## src/rtl/cmd_fetch_decode.sv

```systemverilog
// Command fetch/decode/validate stage: fetches one command word, checks it against
// per-slot degree state and issues it downstream. Define CMD_FETCH_DECODE_ERR_CNT_EN to add err_cnt.
module cmd_fetch_decode #(
    parameter int OPC_W   = 8,
    parameter int SLOT_W  = 3,
    parameter int ARG2_W  = 5,
    parameter int DEG_W   = 4,
    parameter int MAX_DEG = 10
) (
    input  logic                               clk,
    input  logic                               reset,
    input  logic                               start,
    input  logic                               cont,
    input  logic [OPC_W+SLOT_W+ARG2_W-1:0]     cmd_in,
    input  logic                               cmd_valid,
    output logic                               cmd_ready,
    input  logic [(2**SLOT_W)*DEG_W-1:0]       slot_deg,
    output logic                               dec_valid,
    input  logic                               dec_ready,
    output logic [OPC_W-1:0]                   instr,
    output logic [SLOT_W-1:0]                  arg1,
    output logic [ARG2_W-1:0]                  arg2,
    output logic [2:0]                         error,
    output logic                               done,
`ifdef CMD_FETCH_DECODE_ERR_CNT_EN
    output logic [7:0]                         err_cnt,
`endif
    output logic [1:0]                         state_dbg
);
    localparam int CMD_W = OPC_W + SLOT_W + ARG2_W;

    localparam logic [OPC_W-1:0] OPC_SET_DEG    = OPC_W'(0);
    localparam logic [OPC_W-1:0] OPC_EVAL       = OPC_W'(1);
    localparam logic [OPC_W-1:0] OPC_WRITE_COEF = OPC_W'(2);
    localparam logic [OPC_W-1:0] OPC_CLEAR      = OPC_W'(3);

    localparam logic [2:0] ERR_OK    = 3'd0;
    localparam logic [2:0] ERR_OPC   = 3'd1;
    localparam logic [2:0] ERR_DEG   = 3'd2;
    localparam logic [2:0] ERR_EMPTY = 3'd3;
    localparam logic [2:0] ERR_COEF  = 3'd4;

    localparam logic [31:0] MAX_DEG_U = MAX_DEG;

    typedef enum logic [1:0] {IDLE = 2'd0, FETCH = 2'd1, DECODE = 2'd2, ISSUE = 2'd3} state_t;

    state_t             state;
    logic [CMD_W-1:0]   cmd_reg;

    logic [OPC_W-1:0]   c_opc;
    logic [SLOT_W-1:0]  c_arg1;
    logic [ARG2_W-1:0]  c_arg2;
    logic [DEG_W-1:0]   deg_sel;
    logic [31:0]        a2_u;
    logic [31:0]        deg_u;
    logic               slot_empty;
    logic [OPC_W-1:0]   d_instr;
    logic [SLOT_W-1:0]  d_arg1;
    logic [ARG2_W-1:0]  d_arg2;
    logic [2:0]         d_err;

    assign c_opc     = cmd_reg[CMD_W-1 -: OPC_W];
    assign c_arg1    = cmd_reg[ARG2_W +: SLOT_W];
    assign c_arg2    = cmd_reg[ARG2_W-1:0];
    assign deg_sel   = slot_deg[int'(c_arg1)*DEG_W +: DEG_W];
    // Zero-extending both operands to 32 bits covers any ARG2_W/DEG_W mix.
    assign a2_u       = 32'(c_arg2);
    assign deg_u      = 32'(deg_sel);
    assign slot_empty = (deg_sel == {DEG_W{1'b1}});
    assign state_dbg  = state;

    always_comb begin
        d_instr = c_opc;
        d_arg1  = c_arg1;
        d_arg2  = c_arg2;
        d_err   = ERR_OK;
        case (c_opc)
            OPC_SET_DEG: begin
                if (a2_u > MAX_DEG_U) d_err = ERR_DEG;
            end
            OPC_EVAL: begin
                d_arg2 = '0;
                if (slot_empty) d_err = ERR_EMPTY;
            end
            OPC_WRITE_COEF: begin
                if (slot_empty)          d_err = ERR_EMPTY;
                else if (a2_u > deg_u)   d_err = ERR_COEF;
            end
            OPC_CLEAR: begin
                d_arg1 = '0;
                d_arg2 = '0;
            end
            default: d_err = ERR_OPC;
        endcase
    end

    // Both handshakes: a transfer happens on a clk edge where valid and ready are both 1;
    // ready/valid outputs are registered, so neither cmd_valid nor dec_ready reaches an output combinationally.
    always_ff @(posedge clk or negedge reset) begin
        if (!reset) begin
            state     <= IDLE;
            cmd_reg   <= '0;
            cmd_ready <= 1'b0;
            dec_valid <= 1'b0;
            done      <= 1'b0;
            instr     <= '0;
            arg1      <= '0;
            arg2      <= '0;
            error     <= '0;
        end else begin
            done <= 1'b0;
            case (state)
                IDLE: begin
                    if (start) begin
                        state     <= FETCH;
                        cmd_ready <= 1'b1;
                    end
                end
                FETCH: begin
                    if (cmd_valid) begin
                        cmd_reg   <= cmd_in;
                        cmd_ready <= 1'b0;
                        state     <= DECODE;
                    end
                end
                DECODE: begin
                    // A rejected command leaves the last good decode visible; only error moves.
                    error <= d_err;
                    if (d_err == ERR_OK) begin
                        instr <= d_instr;
                        arg1  <= d_arg1;
                        arg2  <= d_arg2;
                    end
                    dec_valid <= 1'b1;
                    state     <= ISSUE;
                end
                ISSUE: begin
                    if (dec_ready) begin
                        dec_valid <= 1'b0;
                        done      <= 1'b1;
                        if (cont) begin
                            state     <= FETCH;
                            cmd_ready <= 1'b1;
                        end else begin
                            state <= IDLE;
                        end
                    end
                end
                default: state <= IDLE;
            endcase
        end
    end

`ifdef CMD_FETCH_DECODE_ERR_CNT_EN
    always_ff @(posedge clk or negedge reset) begin
        if (!reset) begin
            err_cnt <= '0;
        end else if (state == ISSUE && dec_ready && error != ERR_OK && err_cnt != 8'hFF) begin
            err_cnt <= err_cnt + 8'd1;
        end
    end
`endif

endmodule
```

## config.mk

```make
export PLATFORM = sky130hd
export DESIGN_NAME = cmd_fetch_decode
export DESIGN_NICKNAME = d
export VERILOG_FILES = /design/src/rtl/cmd_fetch_decode.sv
export SDC_FILE = /design/constraint.sdc
export NUM_CORES = 1
export LEC_CHECK = 0
export ABC_AREA = 1
export CAP_MARGIN = 10
export CORE_AREA = 3 3 76 78
export DETAILED_ROUTE_END_ITERATION = 6
export DIE_AREA = 0 0 79 81
export GPL_ROUTABILITY_DRIVEN = 0
export PLACE_DENSITY = 0.78
export SLEW_MARGIN = 20
export SYNTH_ARGS = -nofsm -noshare
export SYNTH_HDL_FRONTEND = slang
export SYNTH_SLANG_ARGS = --single-unit
```

## constraint.sdc

```tcl
create_clock -name clk -period 2.7 [get_ports clk]
set_input_delay 0.54 -clock clk [delete_from_list [all_inputs] [get_ports clk]]
set_output_delay 0.54 -clock clk [all_outputs]
set_load 0.005 [all_outputs]
```

==> impl_metrics.json <==
{
  "cts_sinks": 40,
  "avgRoutedWirePerCell_um": 11.1,
  "critPathCaptureType": "register",
  "antenna_found_initial": 0,
  "finalNetCount": 450,
  "timing.hold.ws_ns": 0.349,
  "vias": 2115,
  "ant_nets": 0,
  "syn-num-nets": 370,
  "p_leak_nw": 1.65,
  "track_usage": 0.164,
  "syn_avg_cell_area_um2": 7.67,
  "path_max_fanout": 16,
  "timing.final.ws_setup_ns": 0.308,
  "grt_pass1_vias": 1998,
  "regToRegStartpoint": "cmd_reg[6]",
  "drv_slew": 0,
  "yosys-top-cells-area": "dfrtp_1 43%, nand2_1 11%, inv_1 9.1%",
  "largest_register_ffs": 16,
  "clock-skew-final_ns": 0.00542,
  "synth_edf_count": 0,
  "synth_top_area_cell": "dfrtp_1",
  "synth-seq-cells": 40,
  "area.growth.synth_to_final_pct": 39.6,
  "p_per_area_nw_per_um2": 984,
  "peakVddDrop_v": 0.000475,
  "antennaDiodeCount": 0,
  "post_cts_resized": 0,
  "period_minus_slack_ns": 2.39,
  "chipWidth_um": 79,
  "via_per_inst": 4.63,
  "io_buffers": 77,
  "netlist_instances": 306,
  "dpl.cell_count": 449,
  "holdBufCountCts": 0,
  "dpl.hpwl_um": 4010,
  "drive_gt1_frac": 0.0853,
  "final-setup-viol-count": 0,
  "netlist.area_leader.share": 0.426,
  "worstSetupPathType": "in2reg",
  "timing.final.crit_share": 0.886,
  "io_pins": 78,
  "final_area_um2": 3280,
  "seq_area_frac_synth": 0.426,
  "setup_tns_ns": 0,
  "die_h_um": 81,
  "worstMarginPinSlew_ns": 0.847,
  "post-place-ws_ns": 0.00901,
  "max-cap-violations": 0,
  "grt_pass1_wl_um": 8490,
  "synthArstFlopShare": 1.00,
  "placementRows": 26,
  "remaining_drc_errors": 0,
  "max_freq_ghz": 0.418,
  "synthMostInstantiatedCell": "nand2_1",
  "stdcell_count": 457,
  "core_region_area_um2": 5140,
  "ctsLongestPathBuffers": 2,
  "drt_wl_total_um": 5070,
  "cts_root_buf": "clkbuf_8",
  "yosys_most_used_dff": "dfrtp_1",
  "cts-htree-levels": 2,
  "drtIter0Drc": 108,
  "cp.required_ns": 2.93,
  "die_area_um2": 6400,
  "overflow": 0,
  "synth_area_um2": 2350,
  "status": "complete, no violations",
  "post_cts_buffers": 0,
  "yosysUniqueCellTypes": 30,
  "placed_cell_area_um2": 3170,
  "rsz0062_at_grt": "no",
  "cts_tree": "built",
  "finalHoldViolations": 0,
  "slew-limit-headroom": 0.435,
  "cts.clk_slew.worst_paths_ns": 0.08,
  "hold_class": "in2async",
  "synth_commonest_cells": "67 x nand2_1, 57 x inv_1, 43 x nor2_1",
  "yosys_warnings": 0,
  "crit_arrival_ns": 2.62,
  "clk_latency_ns": 0.29,
  "initial_core_util": 0.457,
  "grt_max_degree": 41,
  "cts_made_buffers": 5,
  "cp-start-kind": "primary input",
  "crit_start": "slot_deg[10]",
  "drt_pass1_iterations": 4
}
worst max-delay path, cell delays in order:
cell and delay (ns):
clkdlybuf4s50_1 0.45, inv_1 0.04, nand2_2 0.05, nand3_1 0.06, nand3_1 0.11, nand2_2 0.07
ha_1 0.29, a21oi_1 0.13, o21ai_0 0.08, o21ai_0 0.14, nor2_1 0.07, nand2_2 0.08
nand2_4 0.11, nor2_8 0.25, nand2_1 0.08, nand2_1 0.07
kinds of logic after synthesis:
| group | synth area share |
|---|---|
| AOI/OAI and AO/OA | 0.0863 |
| DFF | 0.426 |
| muxes | 0.0288 |
| and+or+nand+nor | 0.281 |
| adders and majority gates | 0.0533 |
| buffers and inverters | 0.124 |
path summary, 6_finish.rpt:
kind | to | slack, ns | cells after the start
setup / recovery | arg2[0] | 0.31 | 16
hold / removal | instr[2] | 0.35 | 1
setup reg to reg | arg2[0] | 0.32 | 15
hold reg to reg | arg2[4] | 0.49 | 2
max in group asynchronous | cmd_reg[9] | 1.81 | 1
min in group clk | arg2[4] | 0.49 | 2
layout make-up:
cell class / instances / area, µm²
Tap cell: 70 / 87.6
Sequential cell: 40 / 1000
Fill cell: 481 / 1860
Clock buffer: 5 / 68.8
Inverter: 59 / 226
Clock inverter: 3 / 42.5
Timing Repair Buffer: 81 / 796
Multi-Input combinational cell: 199 / 1060
layer usage:
metal | part of all wire | global-route usage | up-vias
li1 | - | - | 1099
met1 | 0.46 | 0.205 | 963
met2 | 0.49 | 0.295 | 46
met3 | 0.035 | 0.0244 | 7
met4 | 0.013 | 0.0464 | 0
met5 | 0 | 0 | -
report_power, final:
group	leakage [nW]	switching, mW	internal, mW
Clock	0.0541	0.201	0.273
Combinational	1.14	0.852	0.829
Sequential	0.455	0.189	0.881
stage by stage:
step	util	power (mW)
finish	0.638	3.23
CTS	0.638	3.25
floorplan	-	2.11
global route	0.638	3.52
detailed placement	0.616	2.77
global placement	0.616	2.72
cells in the final DEF, fill, tap and decap left out, types with 6 or more instances in the layout:
master           Yosys  final
mux2_2               6      6
o21bai_1             9      9
dfrtp_1             40     40
a21oi_1             14     14
inv_1               57     57
nor2_1              43     43
nand2_1             67     67
o21ai_0              8      8
clkdlybuf4s50_1      0     76
nand3_1             21     21
ha_1                10     10
Note: power is estimated with default switching activity, not from simulation.
